**src/rtl/wbuf_loader.sv**
```systemverilog
// Weight-buffer loader: streams upstream memory beats into the banked weight
// buffer, buf_id fastest, starting at a configurable bank row.
module wbuf_loader #(
    parameter int ARRAY_N        = 64,
    parameter int ARRAY_M        = 64,
    parameter int DATA_WIDTH     = 16,
    parameter int MEM_DATA_WIDTH = 64,
    parameter int BUF_ADDR_WIDTH = 9,
    localparam int GROUP_SIZE     = DATA_WIDTH * ARRAY_M / MEM_DATA_WIDTH,
    localparam int GROUP_ID_W     = (GROUP_SIZE == 1) ? 0 : $clog2(GROUP_SIZE),
    localparam int BUF_ID_W       = $clog2(ARRAY_N) + GROUP_ID_W,
    localparam int NUM_BUFS       = ARRAY_N * GROUP_SIZE,
    localparam int MEM_ADDR_WIDTH = BUF_ADDR_WIDTH + BUF_ID_W
) (
    input  logic                      clk,
    input  logic                      reset,
    input  logic                      cfg_start,
    input  logic [BUF_ADDR_WIDTH-1:0] cfg_base_addr,
    input  logic [BUF_ADDR_WIDTH:0]   cfg_num_rows,
    output logic                      cfg_busy,
    output logic                      cfg_done,
    input  logic                      s_data_valid,
    output logic                      s_data_ready,
    input  logic [MEM_DATA_WIDTH-1:0] s_data,
    output logic                      mem_write_req,
    output logic [MEM_ADDR_WIDTH-1:0] mem_write_addr,
    output logic [MEM_DATA_WIDTH-1:0] mem_write_data
);

    // Counter width kept at least one bit so a single-bank build still elaborates.
    localparam int BID_CW = (BUF_ID_W == 0) ? 1 : BUF_ID_W;

    typedef enum logic [1:0] {
        IDLE = 2'd0,
        LOAD = 2'd1,
        DONE = 2'd2
    } state_t;

    state_t                    state;
    logic [BID_CW-1:0]         buf_id;
    logic [BUF_ADDR_WIDTH:0]   row_off;
    logic [BUF_ADDR_WIDTH-1:0] row_addr;
    logic [BUF_ADDR_WIDTH:0]   num_rows_q;
    logic [MEM_ADDR_WIDTH-1:0] next_addr;
    logic                      accept;
    logic                      last_buf;
    logic                      last_row;

    generate
        if (BUF_ID_W == 0) begin : g_no_bid
            assign next_addr = row_addr;
        end else begin : g_bid
            assign next_addr = {row_addr, buf_id};
        end
    endgenerate

    assign accept   = s_data_valid && s_data_ready;
    assign last_buf = (buf_id == BID_CW'(NUM_BUFS - 1));
    assign last_row = (row_off == (num_rows_q - 1'b1));

    always_ff @(posedge clk or posedge reset) begin
        if (reset) begin
            state          <= IDLE;
            buf_id         <= '0;
            row_off        <= '0;
            row_addr       <= '0;
            num_rows_q     <= '0;
            cfg_busy       <= 1'b0;
            cfg_done       <= 1'b0;
            s_data_ready   <= 1'b0;
            mem_write_req  <= 1'b0;
            mem_write_addr <= '0;
            mem_write_data <= '0;
        end else begin
            mem_write_req <= 1'b0;
            cfg_done      <= 1'b0;
            case (state)
                IDLE: begin
                    if (cfg_start) begin
                        cfg_busy <= 1'b1;
                        if (cfg_num_rows != '0) begin
                            row_addr     <= cfg_base_addr;
                            num_rows_q   <= cfg_num_rows;
                            row_off      <= '0;
                            buf_id       <= '0;
                            s_data_ready <= 1'b1;
                            state        <= LOAD;
                        end else begin
                            cfg_done <= 1'b1;
                            state    <= DONE;
                        end
                    end
                end
                LOAD: begin
                    if (accept) begin
                        mem_write_req  <= 1'b1;
                        mem_write_addr <= next_addr;
                        mem_write_data <= s_data;
                        if (last_buf) begin
                            buf_id <= '0;
                            if (last_row) begin
                                s_data_ready <= 1'b0;
                                cfg_done     <= 1'b1;
                                state        <= DONE;
                            end else begin
                                row_off  <= row_off + 1'b1;
                                row_addr <= row_addr + 1'b1;
                            end
                        end else begin
                            buf_id <= buf_id + 1'b1;
                        end
                    end
                end
                DONE: begin
                    cfg_busy <= 1'b0;
                    state    <= IDLE;
                end
                default: begin
                    cfg_busy     <= 1'b0;
                    s_data_ready <= 1'b0;
                    state        <= IDLE;
                end
            endcase
        end
    end

endmodule
```
**config.mk**
```make
export PLATFORM = sky130hd
export DESIGN_NAME = wbuf_loader
export DESIGN_NICKNAME = d
export VERILOG_FILES = /design/src/rtl/wbuf_loader.sv
export SDC_FILE = /design/constraint.sdc
export NUM_CORES = 1
export LEC_CHECK = 0
export ABC_CLOCK_PERIOD_IN_PS = 5000
export BUFFER_PORTS_ARGS = -buffer_cell sky130_fd_sc_hd__buf_4
export CORE_AREA = 2 2 124 126
export CTS_CLUSTER_DIAMETER = 40
export DETAILED_ROUTE_END_ITERATION = 10
export DIE_AREA = 0 0 126 128
export PLACE_DENSITY = 0.64
export RECOVER_POWER = 50
export SLEW_MARGIN = 0
export SYNTH_ARGS = -nofsm -noshare
export SYNTH_HDL_FRONTEND = slang
export SYNTH_SLANG_ARGS = --single-unit
```
**constraint.sdc**
```tcl
create_clock -name clk -period 5 [get_ports clk]
set_input_delay 0.75 -clock clk [delete_from_list [all_inputs] [get_ports clk]]
set_output_delay 0.75 -clock clk [all_outputs]
set_load 0.02 [all_outputs]
```
# Yosys cells after proc, flatten, opt, wreduce, memory -nomap -nowiden
# Index checks and enable logic that the tools add are counted.
# Widths: inputs -> output; s select.
[classes]
n_bitwise = 2
muxes = 37
eq_ne = 10
addsub = 4
reduce_logical = 11
[op_table]
columns = ["cell", "count"]
rows = [
  ["$mux 10", 7],
  ["$mux 9", 5],
  ["$pmux 10 s2", 2],
  ["$add 10x1->10 const B", 2],
  ["$pmux 9 s2", 1],
  ["$mux 1", 13],
  ["$ne 2x2->1 const B", 6],
  ["$reduce_and 6->1", 2],
  ["$eq 10x10->1", 1],
  ["$eq 10x10->1 const B", 1],
  ["$mux 2", 5],
  ["$reduce_bool 10->1", 1],
  ["$sub 10x1->10 const B", 1],
  ["$add 9x1->9 const B", 1],
  ["$reduce_and 4->1", 2],
  ["$pmux 1 s2", 2],
  ["$pmux 2 s2", 1],
  ["$reduce_and 2->1", 2],
  ["$pmux 1 s3", 1],
  ["$reduce_and 3->1", 1],
  ["$eq 2x1->1 const B", 1],
  ["$eq 2x2->1 const B", 1],
  ["$logic_not 2->1", 1],
  ["$not 1->1", 2],
  ["other kinds (2)", 2],
]
[word_totals]
output_inout_bits = 87
register_bits = 128

# Depth between registers and ports, before layout
# Gate-level depths: netlist of the first run.
[logic_depth]
ltp_word = 6
depth_mapped = 10
ltp_nobuf = 8

# Worst setup path before layout of the first run
# OpenSTA, ideal clock, no wires.
[synth_path]
path_kind = "register -> register"
start = "register num_rows_q[0]"
end = "register row_addr[1]"
t_arrival_ps = 2458
period_less_slack_ps = 2583
slack_ps = 2417
path_stages_with_launch = 10
cell_sequence = "dfrtp_1 -> inv_1 -> ha_1 -> nor3b_1 -> or4_1 -> a21o_1 -> a221oi_4 -> a21boi_2 -> buf_6 -> mux2_4"
[synth_between]
elab_chain_len = 4
[synth_rtl]
columns = ["item", "line_no", "rtl"]
rows = [
  ["start: declaration", "43", "logic [BUF_ADDR_WIDTH:0] num_rows_q;"],
  ["start signal: assignment", "83", "num_rows_q <= cfg_num_rows;"],
  ["$sub 10x1->10", "59", "assign last_row = (row_off == (num_rows_q - 1'b1));"],
  ["$eq 10x10->1", "59", ""],
  ["$ne 2x2->1 (no line)", "--", ""],
  ["$reduce_and 6->1 (no line)", "--", ""],
  ["end signal: assignment", "82", "row_addr <= cfg_base_addr;"],
  ["end signal: assignment", "107", "row_addr <= row_addr + 1'b1;"],
  ["end: declaration", "42", "logic [BUF_ADDR_WIDTH-1:0] row_addr;"],
]
# Every way passes these cells.
# A chain may end at the register's enable or synchronous reset.

==> results of run 1 <==
## layout make-up
| type | instances | area share (%) |
|---|---|---|
| Sequential cell | 128 | 42.58 |
| Multi-Input combinational cell | 475 | 32.73 |
| Timing Repair Buffer | 181 | 14.27 |
| Clock buffer | 22 | 6.304 |
| Tap cell | 188 | 3.127 |
| Clock inverter | 7 | 0.5156 |
| Inverter | 9 | 0.4657 |
## where the power goes
group | leakage (nW) | total, mW | internal, mW | switching, mW
sequential | 1.63 | 1.28 | 1.17 | 0.106
combinational | 1.92 | 0.562 | 0.200 | 0.362
clock | 0.261 | 1.08 | 0.659 | 0.426
total | 3.80 | 2.92 | 2.03 | 0.894
## logic make-up after synthesis
logic type / Yosys count
muxes: 21
and+or+nand+nor: 363
buffers and inverters: 44
adders and majority gates: 4
DFF: 128
AOI/OAI and AO/OA: 71
xor gates and xnor gates: 16
## cells in the mapped netlist (all sizes together), types with 3 or more instances
cell,instances
xnor2,4
nor2,15
buf,8
nor4,4
a2bb2oi,7
and4,6
and3,8
a31oi,3
clkbuf,27
and2,3
nand2b,10
xor2,12
nor3,3
a21oi,21
nand4,9
nand3,21
inv,9
nor2b,6
mux2,12
dfrtp,128
o21ai,16
o22ai,5
mux2i,9
ha,4
nand2,273
## metrics by stage
step	power [mW]	setup WS (ns)	cell area, µm²	hold slack, ns
after floorplan	1.626	0.8374	5832	0.4615
after global placement	1.916	1.796	7296	0.4588
after detailed placement	1.932	1.718	7296	0.4633
after CTS	3.035	1.710	7809	0.4777
after global routing	3.085	0.8740	7522	0.4935
final	2.924	1.567	7522	0.4695
## critical path, delay by kind of cell
family	cells	cell delay, ns
buffers and inverters	3	2.96
## sequential cells by signal, summed over array words and instances, names as in the netlist
name            flops
mem_write_data     64
num_rows_q         10
row_off            10
mem_write_req       1
row_addr            9
mem_write_addr     19
cfg_busy            1
s_data_ready        1
cfg_done            1
state               2
buf_id             10
## final timing paths
| kind | end | slack, ns | cells past startpoint |
|---|---|---|---|
| setup / recovery | row_off[1]$_DFFE_PP0P_ | 1.57 | 3 |
| hold / removal | mem_write_data[17]$_DFFE_PP0P_ | 0.47 | 2 |
| setup reg to reg | row_addr[1]$_DFFE_PP0P_ | 1.68 | 8 |
| hold reg to reg | mem_write_data[17]$_DFFE_PP0P_ | 0.47 | 2 |
| max in group clk | row_addr[1]$_DFFE_PP0P_ | 1.68 | 8 |
| min in group asynchronous | mem_write_data[39]$_DFFE_PP0P_ | 1.31 | 2 |
## metal layers
| layer | vias up | track usage (%) |
|---|---|---|
| met3 | 32 | 5.092 |
| li1 | 2469 | - |
| met2 | 146 | 31.94 |
| met1 | 2434 | 23.53 |
| met5 | - | 0 |
| met4 | 0 | 8.016 |
==> impl_results.md, run 1 <==
- Status: finished with violations
- Failing checks: max-capacitance violations, max-slew violations
- Top cells by area, synth: dfrtp_1, nand2_1, mux2_2, a21oi_1, nand3_1
- Worst-Margin Slew: 3.329 ns
- Die H: 128 µm
- CTS tree: yes
- CP endpoint kind: asynchronous set/reset pin
- # Post-CTS Setup Buffers: 0
- Main combinational cell family by area after synthesis: simple AND/OR/NAND/NOR gates
- Routed length on met1: 6330 µm
- Gate Count Post-Synth: 647
- Starting density of the core: 39.23%
- Leak: 3.804 nW
- Vias in the first global route: 5042
- Inst Count DP: 981
- Root buffer cell: clkbuf_16
- Top_reg_cell synth: dfrtp_1
- Post-Syn Area: 5832 µm²
- Seq/Total Area, Yosys: 54.92%
- Highest metal used: met4
- Core region area: 14860 µm²
- Cell taking the most area after synthesis: dfrtp_1
- Total Die Area: 16130 µm²
- # clock sinks: 128
- Gates resized, CTS repair: 0
- Max Root-Sink Buffers: 2
- First-pass GRT wire length: 24860 µm
- XOR/XNOR Fraction of Synth Area: 2.403%
- CP peak stage delay: 1.85 ns
- CP startpoint kind: primary input
- Register area: 3203 µm²
- Slowest-stage cell, CP: clkinvlp_2
- WL met2: 7511 µm
- Post-layout util: 50.61%
- TritonRoute pass-1 iters: 4
- Critical Path AT: 3.76 ns
- CTS Hold Bufs: 0
- Highest net fanout along the worst path: 76
- Slew Viols, Final: 77
- Fillcell total: 1438
- DP HPWL: 10380 µm
- Area grow syn2layout: 28.99%
- Ys async rst share: 100.0%
- I/O pins: 174
- Antenna violations before repair: 0
- Final Non-Filler Cells: 1010
- Fin crit period: 3.433 ns
- Hold path startpoint: mem_write_data[17]$_DFFE_PP0P_
- # nets final: 903
- Yosys warning count: 0
- Synth Area in Adders: 0.8582%
- Met3 wire length: 846 µm
- Synth Net Count: 738
- Kind of critical path: primary input to asynchronous set/reset pin
- Area fraction in and, or, nand and nor cells after synthesis: 26.52%
- Worst endpoint required time: 5.33 ns
- VDD IR max: 0.2095 mV
- Final Hold Viols: 0
- DRT Wirelength: 15030 µm
- Remaining routing DRC violations: 0
- Crit path from: reset
- Worst r2r src: num_rows_q[0]$_DFFE_PP0P_
- GRT Util Overall: 19.10%
- Worst-path cell chain: clkbuf_4 -> clkinvlp_2 -> clkbuf_1
- Most frequent cells in the layout: nand2_1, dfrtp_1, buf_4
- Area of the multi-input gates: 2462 µm²
- Vias/cell: 5.031
- Top cell type's share of synthesized area: 54.92%
- Row count: 45
- Initial DRC Count: 260
- Final worst-path cycle share: 68.66%
- Routed vias: 5081
- Post-synth EDFFs: 0
- Die width: 126 µm
- GPL Wtd Cong: 0.7923
- Yosys reg bits: 128
- N_diodes: 0
- Max frequency: 291.3 MHz
- H-tree levels: 4
- Setup violators final: 0
- Total gr overflow: 0
- DR WL/cell: 14.88 µm
- Hold Path Class: register to register
- Post-Synthesis Mean Instance Area: 9.014 µm²
- CTS buffer count: 17
- I/O Buffers: 173
- Multiplexer share of the synthesized area: 3.926%
- Relative slew slack: -123.2%
- Max_cap viols: 1
- Synth Area in Compound Gates: 8.303%
- Post-DRT Antenna Nets: 0
- Setup TNS: 0 ns
- Clock Skew: 0.007371 ns
- Clk pin slew, worst setup/hold paths: 0.05 ns
- Skew-Pair Late Insertion Delay: 0.41 ns
- RSZ-0062 raised after global routing: no
- Unique masters post-synth: 51
- Commonest non-fill, non-tap cell in the layout: nand2_1
- Share of cells above drive strength 1: 18.49%
- Largest net degree at the start of global routing: 91
- PwrDens: 388.7 nW/µm²
No activity file was read; power rests on OpenSTA's default activity.
==> run 2, diff against run 1 <==
--- a/config.mk
+++ b/config.mk
@@ -5,13 +5,13 @@
 export SDC_FILE = /design/constraint.sdc
 export NUM_CORES = 1
 export LEC_CHECK = 0
-export ABC_CLOCK_PERIOD_IN_PS = 5000
+export ABC_CLOCK_PERIOD_IN_PS = 2800
 export BUFFER_PORTS_ARGS = -buffer_cell sky130_fd_sc_hd__buf_4
 export CORE_AREA = 2 2 124 126
 export CTS_CLUSTER_DIAMETER = 40
 export DETAILED_ROUTE_END_ITERATION = 10
 export DIE_AREA = 0 0 126 128
-export PLACE_DENSITY = 0.64
+export PLACE_DENSITY = 0.66
 export RECOVER_POWER = 50
 export SLEW_MARGIN = 0
 export SYNTH_ARGS = -nofsm -noshare
==> constraint.sdc (replaced) <==
create_clock -name clk -period 2.8 [get_ports clk]
set_input_delay 0.42 -clock clk [delete_from_list [all_inputs] [get_ports clk]]
set_output_delay 0.42 -clock clk [all_outputs]
set_load 0.02 [all_outputs]
==> run 2 against run 1 <==
Effect of this change: the flow now finishes without violations; sequential share of layout area shrank 1.2 points; worst setup slack got worse by 1.4 ns; total power up 85%; first-iteration DRC count rose by 20%; worst hold slack lost 0.28 ns; routed wire length fell by 0.49%; utilization is 1.5 points higher; sequential power grew 78%; die area unchanged; via count is 0.73% higher; critical endpoint is now s_data_ready$_DFFE_PP0P_; highest routed layer unchanged.
==> impl_results.md, run 2 (synthesis gave the netlist of run 1 again) <==
- GPL Wtd Cong: 0.8491
- Remaining routing DRC violations: 0
- Row count: 45
- DP HPWL: 10350 µm
- CTS buffer count: 17
- Share of cells above drive strength 1: 23.73%
- Highest net fanout along the worst path: 17
- Largest net degree at the start of global routing: 82
- TritonRoute pass-1 iters: 4
- Hold Path Class: primary input to register
- VDD IR max: 0.4033 mV
- DR WL/cell: 14.69 µm
- N_diodes: 0
- First-pass GRT wire length: 24330 µm
- Worst endpoint required time: 3.08 ns
- Fin Hold WS: 0.1854 ns
- CP delay by family, top: simple AND/OR/NAND/NOR gates
- Buf/Inv on CP: 2
- Max frequency: 376.6 MHz
- Clock Skew: 0.006429 ns
- CP startpoint kind: register
- Status: complete, no violations
- Die H: 128 µm
- # nets final: 908
- Die width: 126 µm
- PwrDens: 699.3 nW/µm²
- Root buffer cell: clkbuf_16
- Starting density of the core: 39.23%
- Critical Path AT: 2.94 ns
- CP peak stage delay: 0.52 ns
- Routed vias: 5118
- I/O Buffers: 173
- Setup violators final: 0
- Core region area: 14860 µm²
- CTS tree: yes
- Worst-path cell chain: inv_1 -> ha_1 -> nor3b_1 -> or4_1 -> a21o_1 -> a221oi_4 -> buf_4 -> and2_1 -> a221oi_1
- Vias/cell: 5.028
- Top Registers: mem_write_data: 64 flops, mem_write_addr: 19 flops
- I/O pins: 174
- Commonest non-fill, non-tap cell in the layout: nand2_1
- Grt peak-use layer: met2
- Total Die Area: 16130 µm²
- Setup TNS: 0 ns
- H-tree levels: 4
- Initial DRC Count: 311
- Largest reg by FF count: mem_write_data
- Slowest-stage cell, CP: or4_1
- Relative slew slack: 4.985%
- GRT Util Overall: 18.71%
- Area grow syn2layout: 32.85%
- Clk pin slew, worst setup/hold paths: 0.06 ns
- Max Root-Sink Buffers: 2
- # Post-CTS Setup Buffers: 0
- Met3 usage: 4.174%
- # clock sinks: 128
- Leak: 3.960 nW
- Total gr overflow: 0
- DRT Wirelength: 14960 µm
- Post-DRT Antenna Nets: 0
- Skew-Pair Late Insertion Delay: 0.42 ns
- Vias in the first global route: 4907
- Worst-Margin Slew: 1.417 ns
- Slew Viols, Final: 0
- Worst R2R Setup Slack: 0.14 ns
- Fin crit period: 2.655 ns
- Most frequent cells in the layout: nand2_1, buf_4, dfrtp_1
- Max_cap viols: 0
- Antenna violations before repair: 0
- Max reg flops: 64
- Final worst-path cycle share: 94.82%
- CP endpoint kind: register
- Met2 Use GR: 30.80%
- Tot Pwr: 5.417 mW
- Met1 GRT Util: 24.17%
- Final Hold Viols: 0
- Kind of critical path: register to register
run 2: worst paths after layout:
kind	start	to	cells past startpoint
worst max-delay path	num_rows_q[1]$_DFFE_PP0P_	s_data_ready$_DFFE_PP0P_	9
worst min-delay path	s_data[43]	mem_write_data[43]$_DFFE_PP0P_	3
worst max register to register	num_rows_q[1]$_DFFE_PP0P_	s_data_ready$_DFFE_PP0P_	9
worst min register to register	mem_write_data[16]$_DFFE_PP0P_	mem_write_data[16]$_DFFE_PP0P_	2
max in group asynchronous	reset	mem_write_data[56]$_DFFE_PP0P_	3
min in group asynchronous	reset	mem_write_addr[7]$_DFFE_PP0P_	2
run 2: tightest hold or removal path, stage by stage:
cell	delay [ns]
buf_4	0.08
nand2_1	0.04
nand2_1	0.04
run 2: area by class of cell:
cell class / instances / area (µm²)
Fill cell: 1441 / 7117
Sequential cell: 128 / 3203
Multi-Input combinational cell: 475 / 2476
Timing Repair Buffer: 186 / 1234
Clock buffer: 17 / 425.4
Tap cell: 188 / 235.2
Clock inverter: 15 / 138.9
Inverter: 9 / 35.03
run 2: power breakdown:
part	internal [mW]	leakage, nW	switching (mW)
logic	0.416	2.07	0.646
registers	2.09	1.63	0.185
clock network	1.23	0.262	0.855
total	3.73	3.96	1.69
run 2: per-stage QoR:
stage / utilization [%] / setup WS, ns / cells / instance area (µm²)
5_1_grt: 52.12 / -0.01041 / 1018 / 7747
3_3_place_gp: 49.51 / 0.2777 / 986 / 7360
2_1_floorplan: - / 0.2171 / 647 / 5836
6_report: 52.12 / 0.1449 / 1018 / 7747
4_1_cts: 53.31 / 0.2257 / 1018 / 7924
3_5_place_dp: 49.51 / 0.2350 / 986 / 7360
run 2: per-layer routing:
metal | up-vias | part of all wire [%]
met5 | - | 0
met4 | 0 | 2.2
met3 | 25 | 4.1
met2 | 123 | 51
met1 | 2476 | 43
li1 | 2494 | -
run 2: what timing repair did:
item | CTS | global route
setup endpoints to repair | 0 | 1
hold buffers | 0 | 0
gates resized for setup | 0 | 2
hold endpoints to repair | 0 | 0
==> run 3, diff against run 2 <==
--- a/config.mk
+++ b/config.mk
@@ -7,11 +7,13 @@
 export LEC_CHECK = 0
 export ABC_CLOCK_PERIOD_IN_PS = 2800
 export BUFFER_PORTS_ARGS = -buffer_cell sky130_fd_sc_hd__buf_4
-export CORE_AREA = 2 2 124 126
+export CELL_PAD_IN_SITES_DETAIL_PLACEMENT = 0
+export CELL_PAD_IN_SITES_GLOBAL_PLACEMENT = 1
+export CORE_AREA = 2 2 134 136
 export CTS_CLUSTER_DIAMETER = 40
 export DETAILED_ROUTE_END_ITERATION = 10
-export DIE_AREA = 0 0 126 128
-export PLACE_DENSITY = 0.66
+export DIE_AREA = 0 0 136 138
+export PLACE_DENSITY = 0.75
 export RECOVER_POWER = 50
 export SLEW_MARGIN = 0
 export SYNTH_ARGS = -nofsm -noshare
==> run 3 against run 2 <==
Effect of this change: register-to-register slack improved by 0.099 ns; critical endpoint is now row_addr[0]$_DFFE_PP0P_; clock skew hardly changed; worst hold slack worse by 0.038 ns; critical path type unchanged.
==> impl_results.md, run 3 (synthesis gave the netlist of run 1 again) <==
- GPL Wtd Cong: 0.7639
- Area grow syn2layout: 34.52%
- I/O pins: 174
- Post-Place Worst Slack: 0.2313 ns
- Leak: 4.007 nW
- Vias/cell: 4.677
- Antenna violations before repair: 0
- Clk pin slew, worst setup/hold paths: 0.06 ns
- Row count: 49
- Setup violators final: 0
- Core region area: 17530 µm²
- Fin crit period: 2.556 ns
- Max reg flops: 64
- CTS tree: yes
- Hold Path Class: primary input to asynchronous set/reset pin
- Finished Cell Area: 7845 µm²
- Vias in the first global route: 4885
- Sw Ratio: 29.61%
- Final Non-Filler Cells: 1064
- Routed vias: 4976
- H-tree levels: 4
- CTS Hold Bufs: 0
- Tot Pwr: 5.547 mW
- Clock Skew: 0.006379 ns
- Fillcell total: 1779
- # clock sinks: 128
- Worst-Margin Slew: 1.475 ns
- Commonest non-fill, non-tap cell in the layout: nand2_1
- N_diodes: 0
- Largest net degree at the start of global routing: 63
- Int Power: 3.904 mW
- Worst-path cell chain: inv_1 -> ha_1 -> nor3b_1 -> or4_1 -> a21o_1 -> a221oi_4 -> buf_4 -> a21o_1 -> o211ai_1
- Highest net fanout along the worst path: 16
- Kind of critical path: register to register
- Skew-Pair Late Insertion Delay: 0.41 ns
- TritonRoute pass-1 iters: 4
- Largest reg by FF count: mem_write_data
- Status: complete, no violations
- Post-layout util: 44.74%
- Final setup margin: 0.2443 ns
- CP peak stage delay: 0.52 ns
- Setup TNS: 0 ns
- # nets final: 913
- Area post-placement: 7448 µm²
- Worst endpoint required time: 3.08 ns
- Total Die Area: 18770 µm²
- DRT Wirelength: 15280 µm
- PwrDens: 707.0 nW/µm²
- Seq pwr share: 40.9%
- Critical Path AT: 2.83 ns
- Slowest-stage cell, CP: or4_1
- Final worst-path cycle share: 91.27%
- DR WL/cell: 14.36 µm
- First-pass GRT wire length: 25200 µm
- Clk pwr share: 39.5%
- Share of cells above drive strength 1: 23.83%
- Max_cap viols: 0
- CTS buffer count: 17
- Starting density of the core: 33.26%
- Top Registers: mem_write_data: 64 flops, mem_write_addr: 19 flops
- Inst Count DP: 1032
- I/O Buffers: 173
- DP HPWL: 10250 µm
- Final Hold Viols: 0
- Slew Viols, Final: 0
- CP endpoint kind: register
- Most frequent cells in the layout: nand2_1, buf_4, dfrtp_1
- GRT Util Overall: 16.96%
- Most frequent CP cell: a21o_1
- Post-DRT Antenna Nets: 0
- Initial DRC Count: 259
- Remaining routing DRC violations: 0
- Total gr overflow: 0
- CP startpoint kind: register
- Fin Hold WS: 0.1478 ns
- Relative slew slack: 1.656%
- Switching pwr: 1.643 mW
- Max frequency: 391.3 MHz
- Comb power frac: 19.6%
- Max Root-Sink Buffers: 2
- Die H: 138 µm
- Root buffer cell: clkbuf_16
- VDD IR max: 0.4367 mV
- Die width: 136 µm
==> run 3: critical path: cells and delay by family (launching register included) <==
family | cells | cell delay (ns)
AO/OA/AOI/OAI | 4 | 0.82
AND/OR/NAND/NOR | 2 | 0.67
flip-flops | 1 | 0.42
buffers and inverters | 2 | 0.34
adder cells (fa/ha/maj) | 1 | 0.18
==> run 3: routing by layer <==
layer  vias up  track usage (%)  part of all wire (%)
li1       2492                -                     -
met1      2356            22.76                    46
met2       117            26.61                    48
met3        11            4.987                   5.2
met4         0            4.879                   1.1
met5         -                0                     0
==> run 3: power by group through the flow <==
| stage | clock (mW) | sequential, mW | combinational, mW |
|---|---|---|---|
| after global placement | 0 | 2.30 | 1.17 |
| after CTS | 2.26 | 2.27 | 1.17 |
| after floorplan | 0 | 2.50 | 0.408 |
| after detailed placement | 0 | 2.30 | 1.17 |
| final | 2.19 | 2.27 | 1.09 |
| after global routing | 2.34 | 2.31 | 1.21 |
==> run 3: worst paths after layout <==
path                                                 from                              to  cells after the start  slack [ns]
max in group asynchronous                           reset  mem_write_addr[10]$_DFFE_PP0P_                      3        0.76
min                                                 reset  mem_write_data[38]$_DFFE_PP0P_                      2        0.15
min in group clk                               s_data[11]  mem_write_data[11]$_DFFE_PP0P_                      3        0.19
max                             num_rows_q[1]$_DFFE_PP0P_         row_addr[0]$_DFFE_PP0P_                      9        0.24
max reg2reg                     num_rows_q[1]$_DFFE_PP0P_         row_addr[0]$_DFFE_PP0P_                      9        0.24
min reg2reg                mem_write_data[11]$_DFFE_PP0P_  mem_write_data[11]$_DFFE_PP0P_                      2        0.47
==> run 3: what timing repair did <==
action,CTS,global route
buffers inserted,0,0
setup endpoints to repair,0,2
resized for setup,0,1
==> run 3: area by class of cell <==
type / instances / area [µm²] / share of cell area [%]
repair buffers: 191 / 1279 / 16.30
inverters: 9 / 35.03 / 0.4466
multi-input cells: 475 / 2457 / 31.32
flip-flops and latches: 128 / 3203 / 40.83
well taps: 229 / 286.5 / 3.652
clock inverters: 9 / 106.4 / 1.356
clock buffers: 23 / 478.0 / 6.093
